$ cat src/rtl/uart_rx_pkg.sv
// Shared types and constants for the UART receive front end.
`timescale 1ns/1ps
package uart_rx_pkg;

    typedef enum logic [2:0] {
        IDLE,
        START,
        DATA,
        STOP,
        BREAK
    } rx_state_t;

    localparam int DATA_BITS   = 8;
    localparam int SYNC_STAGES = 2;

endpackage

$ cat src/rtl/rx_sync.sv
// Multi-flop synchronizer bringing the asynchronous serial line into the clk domain.
// Flops reset to 1 so an idle (high) line is never mistaken for a start bit.
`timescale 1ns/1ps
module rx_sync
    import uart_rx_pkg::*;
(
    input  logic clk,
    input  logic rst,
    input  logic async_in,
    output logic sync_out
);

    logic [SYNC_STAGES-1:0] sync_q;
    logic [SYNC_STAGES-1:0] sync_d;

    // Shift the raw line in at the bottom of the chain.
    always_comb begin
        sync_d = {sync_q[SYNC_STAGES-2:0], async_in};
    end

    // Synchronizer register chain, idle-high after reset.
    always_ff @(posedge clk) begin
        if (rst) begin
            sync_q <= '1;
        end else begin
            sync_q <= sync_d;
        end
    end

    assign sync_out = sync_q[SYNC_STAGES-1];

endmodule

$ cat src/rtl/uart_rx_ascii.sv
// 8N1 UART receiver: oversampled start/data/stop detection, LSB-first
// deserialization, valid/ready character output, framing-error and overrun pulses.
`timescale 1ns/1ps
module uart_rx_ascii
    import uart_rx_pkg::*;
#(
    parameter int CLKS_PER_BIT = 16
) (
    input  logic       clk,
    input  logic       rst,
    input  logic       rx_in,
    output logic [7:0] char_data,
    output logic       char_valid,
    input  logic       char_ready,
    output logic       frame_err,
    output logic       overrun
);

    localparam int HALF  = CLKS_PER_BIT / 2;
    localparam int CNT_W = $clog2(CLKS_PER_BIT);
    localparam int IDX_W = $clog2(DATA_BITS);

    localparam logic [CNT_W-1:0] HALF_LAST = CNT_W'(HALF - 1);
    localparam logic [CNT_W-1:0] BIT_LAST  = CNT_W'(CLKS_PER_BIT - 1);
    localparam logic [IDX_W-1:0] IDX_LAST  = IDX_W'(DATA_BITS - 1);

    logic rx_s;

    rx_state_t            state_q, state_d;
    logic [CNT_W-1:0]     cnt_q, cnt_d;
    logic [IDX_W-1:0]     idx_q, idx_d;
    logic [DATA_BITS-1:0] shreg_q, shreg_d;
    logic [7:0]           char_data_q, char_data_d;
    logic                 char_valid_q, char_valid_d;
    logic                 frame_err_q, frame_err_d;
    logic                 overrun_q, overrun_d;

    rx_sync u_rx_sync (
        .clk      (clk),
        .rst      (rst),
        .async_in (rx_in),
        .sync_out (rx_s)
    );

    // Next-state logic: frame FSM, bit timing, shifting and output-register handshake.
    always_comb begin
        state_d      = state_q;
        cnt_d        = cnt_q + CNT_W'(1);
        idx_d        = idx_q;
        shreg_d      = shreg_q;
        char_data_d  = char_data_q;
        char_valid_d = char_valid_q;
        frame_err_d  = 1'b0;
        overrun_d    = 1'b0;

        if (char_valid_q && char_ready) begin
            char_valid_d = 1'b0;
        end

        case (state_q)
            IDLE: begin
                cnt_d = '0;
                idx_d = '0;
                if (!rx_s) begin
                    state_d = START;
                end
            end
            START: begin
                if (cnt_q == HALF_LAST) begin
                    cnt_d   = '0;
                    idx_d   = '0;
                    state_d = rx_s ? IDLE : DATA;
                end
            end
            DATA: begin
                if (cnt_q == BIT_LAST) begin
                    cnt_d          = '0;
                    shreg_d[idx_q] = rx_s;
                    if (idx_q == IDX_LAST) begin
                        idx_d   = '0;
                        state_d = STOP;
                    end else begin
                        idx_d = idx_q + IDX_W'(1);
                    end
                end
            end
            STOP: begin
                if (cnt_q == BIT_LAST) begin
                    cnt_d = '0;
                    if (rx_s) begin
                        state_d = IDLE;
                        if (!char_valid_q || char_ready) begin
                            char_data_d  = shreg_q;
                            char_valid_d = 1'b1;
                        end else begin
                            overrun_d = 1'b1;
                        end
                    end else begin
                        frame_err_d = 1'b1;
                        state_d     = BREAK;
                    end
                end
            end
            BREAK: begin
                cnt_d = '0;
                if (rx_s) begin
                    state_d = IDLE;
                end
            end
            default: begin
                cnt_d   = '0;
                idx_d   = '0;
                state_d = IDLE;
            end
        endcase
    end

    // State and output registers with synchronous reset.
    always_ff @(posedge clk) begin
        if (rst) begin
            state_q      <= IDLE;
            cnt_q        <= '0;
            idx_q        <= '0;
            shreg_q      <= '0;
            char_data_q  <= '0;
            char_valid_q <= 1'b0;
            frame_err_q  <= 1'b0;
            overrun_q    <= 1'b0;
        end else begin
            state_q      <= state_d;
            cnt_q        <= cnt_d;
            idx_q        <= idx_d;
            shreg_q      <= shreg_d;
            char_data_q  <= char_data_d;
            char_valid_q <= char_valid_d;
            frame_err_q  <= frame_err_d;
            overrun_q    <= overrun_d;
        end
    end

    assign char_data  = char_data_q;
    assign char_valid = char_valid_q;
    assign frame_err  = frame_err_q;
    assign overrun    = overrun_q;

endmodule
$ cat config.mk
export PLATFORM = sky130hd
export DESIGN_NAME = uart_rx_ascii
export DESIGN_NICKNAME = d
export VERILOG_FILES = /design/src/rtl/uart_rx_pkg.sv /design/src/rtl/rx_sync.sv /design/src/rtl/uart_rx_ascii.sv
export SDC_FILE = /design/constraint.sdc
export NUM_CORES = 1
export LEC_CHECK = 0
export ABC_AREA = 1
export CAP_MARGIN = 30
export CORE_ASPECT_RATIO = 0.75
export CORE_MARGIN = 2
export CORE_UTILIZATION = 54
export CTS_BUF_LIST = sky130_fd_sc_hd__clkbuf_16
export CTS_CLUSTER_SIZE = 25
export DETAILED_ROUTE_END_ITERATION = 7
export GPL_ROUTABILITY_DRIVEN = 0
export PLACE_DENSITY = 0.84
export SLEW_MARGIN = 20
export SYNTH_ARGS = -nofsm -noshare
export SYNTH_HDL_FRONTEND = slang
export SYNTH_HIERARCHICAL = 1
export SYNTH_SLANG_ARGS = --single-unit
$ cat constraint.sdc
create_clock -name clk -period 1.48 [get_ports clk]
set_input_delay 0.444 -clock clk [delete_from_list [all_inputs] [get_ports clk]]
set_output_delay 0.444 -clock clk [all_outputs]
set_load 0.01 [all_outputs]
==> summary.md, run 1 <==
| Metric | Value |
|---|---|
| Fraction of power consumed by combinational cells | `20.6%` |
| Overflow left after global routing | `0` |
| Row Count | `15` |
| Number of nets in the layout | `221` |
| Share of the yosys chip area belonging to registers | `45.67%` |
| Reported max-cap violation count | `0` |
| Switching power | `761.4 µW` |
| Source of the critical timing path | `cnt_q[0]` |
| Area fraction in and, or, nand and nor cells after synthesis | `35.17%` |
| Routed length per instance | `13.26 µm` |
| Status | `completed` |
| Io pins | `15` |
| Post-layout total power | `2639 µW` |
| Required @ worst endpoint | `1.68 ns` |
| Total setup violations reported at the end of the flow | `0` |
| Synth cell types | `24` |
| CP Cell Sequence | `ha_4, nand3_4, inv_2, nand3_4, nor2_8, buf_4, o21ai_1, a21oi_1` |
| Sort of element at the start of the critical path | `flop` |
| Share of layout cells above drive strength 1 | `19.07%` |
| Total nets after synthesis | `190` |
| Number of clock buffers inserted by TritonCTS | `5` |
| Endpoint arrival time on the critical path | `1.59 ns` |
| Initial antenna violation count | `0` |
| Power Density | `1450 nW/µm²` |
| Total core area | `2346 µm²` |
| Synthesized flop and latch total | `31` |
| Floorplan die width | `61.92 µm` |
| Cell-internal power | `1877 µW` |
| Worst R2R Start | `cnt_q[0]` |
| Launch point of the worst hold path | `u_rx_sync/sync_q[0]` |
| Period minus WS final | `1.384 ns` |
| Max Buffers Root-to-Sink | `2` |
| RSZ-0062 raised after global routing | `no` |
| Number of instances in the synthesized netlist | `183` |
| Synthesized area per cell | `7.425 µm²` |
| Critical setup path kind | `reg2reg` |
| Clk Latency, worst-skew pair | `0.27 ns` |
| Critical path's most frequent cell | `nand3_4` |
| Fin util | `77.60%` |
| WP buf/inv | `2` |
| Worst-path fanout max | `6` |
| Post-route insts no fill | `249` |
| Switching power share of the total | `28.85%` |
| Layout filler cell count | `176` |
| Portion of netlist area occupied by mux cells | `0%` |
| Area Overhead vs Synth | `33.98%` |
| Pin count of the biggest net entering global routing | `20` |
| CP max stage delay | `0.35 ns` |
| Xor and xnor area share after synthesis | `0.6446%` |
| Area fraction in compound gates after synthesis | `10.13%` |
| Post-route clock period utilization | `93.52%` |
| Total Negative Setup Slacks | `0 ns` |
| Part of the total power dissipated in the clock network | `42.6%` |
| Static leakage | `0.0008552 µW` |
| Clock slew at the register clock pins of the worst setup and hold paths | `0.05 ns` |
| Count of endpoints failing hold in the final timing report | `0` |
| Kind of capture point of the worst setup path | `flop` |
| Port Buffers | `14` |
| Fmax | `722.5 MHz` |
| Initial Utilization | `57.92%` |
| TritonCTS clock tree | `built` |
| Total global-route track usage | `27.39%` |
| Number of pins with negative max-slew slack in the final report | `0` |
| Peak VDD IR | `1059 µV` |
| CTS H-tree depth | `2` |
| Headroom to the max-slew limit | `80.24%` |
| Area enclosed by the die boundary | `2937 µm²` |
| Vias in the first global route | `1278` |
| Place WS | `-0.1438 ns` |
| Cell type of the slowest stage on the worst timing path | `dfxtp_2` |
| Wire length of the first global-routing pass | `5499 µm` |
| CTS hold repair buffers | `0` |
| DRT Pass-1 Iters | `4` |
| Buffer cell driving the clock tree root | `clkbuf_16` |
| Cell type group with the largest total delay on the critical path | `simple AND/OR/NAND/NOR gates` |
| Least-Margin Pin Slew | `0.2941 ns` |
| Yosys warnings | `6` |
| Number of clock sinks | `31` |
| Setup slack of the critical path after layout | `0.09591 ns` |
| Chip height | `47.44 µm` |
| Via-per-instance ratio | `5.301` |
| Count of unresolved DRC violations after routing | `0` |
| Total placed cells including tap cells | `238` |
| Combinational family with the most area after synthesis | `simple AND/OR/NAND/NOR gates` |
| Adder-Cell Fraction of Synth Area | `2.762%` |
| Number of diodes | `0` |
| Reg power frac | `36.8%` |
| HPWL after detailed placement | `2295 µm` |
| Worst hold path type | `reg2reg` |
| Via count | `1320` |
| Mapped cell area | `1359 µm²` |
| Clock Skews | `0.006095 ns` |
| Total wire length | `3301 µm` |
| Final ANT Viol Nets | `0` |
| Starting DRC count in detailed routing | `76` |
[flip-flops by register name (all words and copies together), names as in the netlist]
register          flops
char_valid            1
cnt_q                 4
frame_err             1
idx_q                 3
u_rx_sync/sync_q      2
char_data             8
overrun               1
state_q               3
shreg_q               8
[worst register-to-register path, cell delays in order (launching register included)]
cell and delay (ns):
dfxtp_2 0.35, ha_4 0.16, nand3_4 0.12, inv_2 0.10, nand3_4 0.10, nor2_8 0.16
buf_4 0.14, o21ai_1 0.06, a21oi_1 0.13
[cells in the mapped netlist (all sizes together)]
| cell | number | area share (%) |
|---|---|---|
| xor2 | 1 | 0.64 |
| nand3b | 1 | 0.55 |
| nand3 | 10 | 5.3 |
| nand4 | 3 | 1.4 |
| o21bai | 1 | 0.55 |
| a21oi | 9 | 3.3 |
| o21ai | 17 | 6.3 |
| dfxtp | 31 | 46 |
| nor2 | 47 | 15 |
| and2 | 1 | 0.46 |
| buf | 1 | 0.37 |
| nand2 | 30 | 8.8 |
| inv | 17 | 4.7 |
| nor3 | 9 | 3.3 |
| ha | 3 | 2.8 |
| clkbuf | 2 | 0.55 |
[layer usage]
layer / up-vias / global-route usage (%) / share of wire, %
met3: 4 / 8.108 / 8.1
met4: 0 / 14.47 / 0.88
met2: 58 / 41.05 / 46
met5: - / 0 / 0
li1: 653 / - / -
met1: 605 / 36.21 / 45
[power by group through the flow]
stage               sequential (µW)  clock (µW)  combinational (µW)
global placement                969           0                 489
detailed placement              975           0                 507
CTS                             958        1140                 516
global route                    981        1170                 623
floorplan                       964           0                 384
finish                          972        1120                 542
[cells by family after synthesis]
kind of cell | after synthesis
AO/OA/AOI/OAI | 27
AND/OR/NAND/NOR | 101
flip-flops | 31
buffers and inverters | 20
XOR/XNOR | 1
adder cells (fa/ha/maj) | 3
[cell type report]
type | instances | area, µm² | share of cell area [%]
clock buffers | 5 | 125.1 | 6.873
clock inverters | 3 | 38.79 | 2.131
inverters | 17 | 63.81 | 3.505
multi-input cells | 132 | 686.9 | 37.73
flip-flops and latches | 31 | 626.9 | 34.43
well taps | 34 | 42.54 | 2.337
repair buffers | 27 | 236.5 | 12.99
[repair_timing]
action	CTS	global route
setup buffers	0	3
setup endpoints to repair	19	17
pin swaps	0	2
resized for setup	13	8
[layout by cell type (no fill, tap or decap), types with 5 or more instances in the layout]
master | netlist | final
nor2_1 | 42 | 42
nand2_1 | 27 | 27
dfxtp_1 | 31 | 26
inv_1 | 14 | 13
buf_4 | 0 | 12
o21ai_0 | 11 | 11
dlygate4sd2_1 | 0 | 11
nor3_1 | 9 | 9
a21oi_1 | 9 | 9
nand3_1 | 7 | 7
o21ai_1 | 6 | 6
clkbuf_16 | 0 | 5
dfxtp_2 | 0 | 5
[worst paths after layout]
kind	to	slack [ns]	cells past startpoint
min	u_rx_sync/sync_q[1]	0.42	2
min reg2reg	u_rx_sync/sync_q[1]	0.42	2
max	char_data[7]	0.1	8
max reg2reg	char_data[7]	0.1	8
[metrics by stage]
stage | hold slack [ns] | area [µm²]
floorplan | 0.3865 | 1359
global placement | 0.3964 | 1617
detailed placement | 0.4170 | 1617
CTS | 0.4181 | 1777
global route | 0.4479 | 1821
finish | 0.4153 | 1821
(Power assumes the default switching activity.)
==> run 2: changes to the inputs <==
PLACE_DENSITY = 0.77   (was 0.84)
==> run 2 against run 1 <==
Effect of this change: sequential cell count stayed put; critical path depth shrank 2; global-route usage shrank 3.4 points; die area unchanged; total power decreased by 6.3%; design area down 2.4%; via count down 0.53%; setup slack worse by 0.027 ns; maximum frequency decreased by 1.9%; non-clock buffer count down 2; worst hold slack better by 0.0038 ns; critical path type unchanged; critical endpoint is now idx_q[0]; largest cell class unchanged.
==> summary.md, run 2 (synthesis gave the netlist of run 1 again) <==
| Metric | Value |
|---|---|
| Status | `completed` |
| CTS H-tree depth | `2` |
| Chip height | `47.44 µm` |
| Cell-internal power | `1703 µW` |
| Clock slew at the register clock pins of the worst setup and hold paths | `0.05 ns` |
| Fraction of power consumed by combinational cells | `23.7%` |
| Count of endpoints failing hold in the final timing report | `0` |
| Launch point of the worst hold path | `u_rx_sync/sync_q[0]` |
| Via-per-instance ratio | `5.316` |
| Part of the total power dissipated in the clock network | `37.5%` |
| DRT Pass-1 Iters | `4` |
| Post-route insts no fill | `247` |
| Critical setup path kind | `reg2reg` |
| Least-Margin Pin Slew | `0.3287 ns` |
| Reported max-cap violation count | `0` |
| Number of diodes | `0` |
| Clk Latency, worst-skew pair | `0.27 ns` |
| HPWL after detailed placement | `2092 µm` |
| Clock Skews | `0.003790 ns` |
| Period minus WS final | `1.411 ns` |
| Reg2Reg Depth | `6` |
| Place WS | `-0.1524 ns` |
| Count of unresolved DRC violations after routing | `0` |
| Reg power frac | `38.8%` |
| Total core area | `2346 µm²` |
| Layout filler cell count | `186` |
| Reg-to-reg endpoint | `idx_q[0]` |
| Number of pins with negative max-slew slack in the final report | `0` |
| Setup slack on the worst flop-to-flop path | `0.07 ns` |
| Endpoint arrival time on the critical path | `1.57 ns` |
| Number of clock sinks | `31` |
| Max Buffers Root-to-Sink | `2` |
| Worst-path fanout max | `5` |
| End point of the most critical hold path | `u_rx_sync/sync_q[1]` |
| Number of clock buffers inserted by TritonCTS | `5` |
| Routed length per instance | `13.15 µm` |
| Kind of capture point of the worst setup path | `flop` |
| Total global-route track usage | `23.94%` |
| Overflow left after global routing | `0` |
| Total setup violations reported at the end of the flow | `0` |
| Post-route clock period utilization | `95.32%` |
| Static leakage | `0.0008331 µW` |
| Port Buffers | `14` |
| Io pins | `15` |
| Starting DRC count in detailed routing | `96` |
| Most common cell after layout, fill and taps aside | `nor2_1` |
| Switching power share of the total | `31.13%` |
| Worst hold path stage count | `2` |
| Total placed cells including tap cells | `236` |
| Setup slack of the critical path after layout | `0.06925 ns` |
| Leading cell types in the layout, fill and taps excluded | `nor2_1 (42), nand2_1 (27), dfxtp_1 (27)` |
| Power Density | `1392 nW/µm²` |
| Peak VDD IR | `939.4 µV` |
| Share of layout cells above drive strength 1 | `16.90%` |
| Area Overhead vs Synth | `30.75%` |
| Row Count | `15` |
| Worst R2R Start | `cnt_q[0]` |
| Worst hold path type | `reg2reg` |
| CTS hold repair buffers | `0` |
| Initial antenna violation count | `0` |
| Fmax | `708.8 MHz` |
| Pin count of the biggest net entering global routing | `20` |
| Initial Utilization | `57.92%` |
| Wire length of the first global-routing pass | `4892 µm` |
| Headroom to the max-slew limit | `77.92%` |
| Required @ worst endpoint | `1.64 ns` |
| Area enclosed by the die boundary | `2937 µm²` |
| Buffer cell driving the clock tree root | `clkbuf_16` |
| Total wire length | `3249 µm` |
| Vias in the first global route | `1097` |
| TritonCTS clock tree | `built` |
| Floorplan die width | `61.92 µm` |
| Number of nets in the layout | `219` |
| Switching power | `769.7 µW` |
| Via count | `1313` |
| Final ANT Viol Nets | `0` |
| Sort of element at the start of the critical path | `flop` |
-- run 2: cell count changes in the layout (fill, tap and decap cells not counted), sizes merged --
cell	delta
buf	-2
bufinv	-1
inv	+1
-- run 2: metrics by stage --
stage          cell area [µm²]  total power (µW)  TNS (ns)  hold WS, ns  util, %
6_report                  1777              2473         0       0.4191    75.73
5_1_grt                   1777              2613  -0.01271       0.4518    75.73
4_1_cts                   1734              2416         0       0.4137    73.92
3_5_place_dp              1602              1487    -1.550       0.4016    68.27
3_3_place_gp              1602              1469   -0.7367       0.3973    68.27
2_1_floorplan             1359              1348         0       0.3865        -
-- run 2: worst max path at each step --
stage	end	slack, ns	from
global route	char_data[6]	-0.005	cnt_q[0]
detailed placement	char_data[5]	-0.15	char_ready
finish	idx_q[0]	0.07	cnt_q[0]
CTS	char_data[3]	0.02	cnt_q[0]
global placement	char_data[1]	-0.11	char_ready
floorplan	char_data[0]	0.14	cnt_q[0]
-- run 2: metal layers --
metal	up-vias	routed length [µm]	GRT usage (%)
met3	8	238	9.730
li1	648	-	-
met1	591	1459	33.05
met2	66	1498	35.16
met5	-	0	0
met4	0	52	6.383
-- run 2: cell type report --
cell class | count | area, µm² | area share [%]
multi-input combinational | 132 | 686.9 | 38.66
sequential | 31 | 625.6 | 35.21
timing repair buffer | 25 | 221.5 | 12.46
clock buffer | 5 | 125.1 | 7.042
inverter | 17 | 63.81 | 3.592
tap | 34 | 42.54 | 2.394
clock inverter | 3 | 11.26 | 0.6338
-- run 2: power groups by stage --
stage	registers [µW]	logic (µW)	clock network, µW
3_3_place_gp	959	510	0
4_1_cts	946	532	938
2_1_floorplan	964	384	0
5_1_grt	966	664	983
3_5_place_dp	961	526	0
6_report	958	586	928
-- run 2: critical path, cell delays in order, from the launching register on --
cell     delay, ns
dfxtp_2       0.35
ha_4          0.17
nand3_4       0.12
nand3_1       0.16
nand4_1       0.20
nor2_1        0.21
nor2_1        0.09
-- run 2: repair_timing --
action,4_1_cts,5_1_grt
gates resized for setup,13,7
setup buffers,0,3
pin swaps,0,1
setup endpoints to repair,20,16
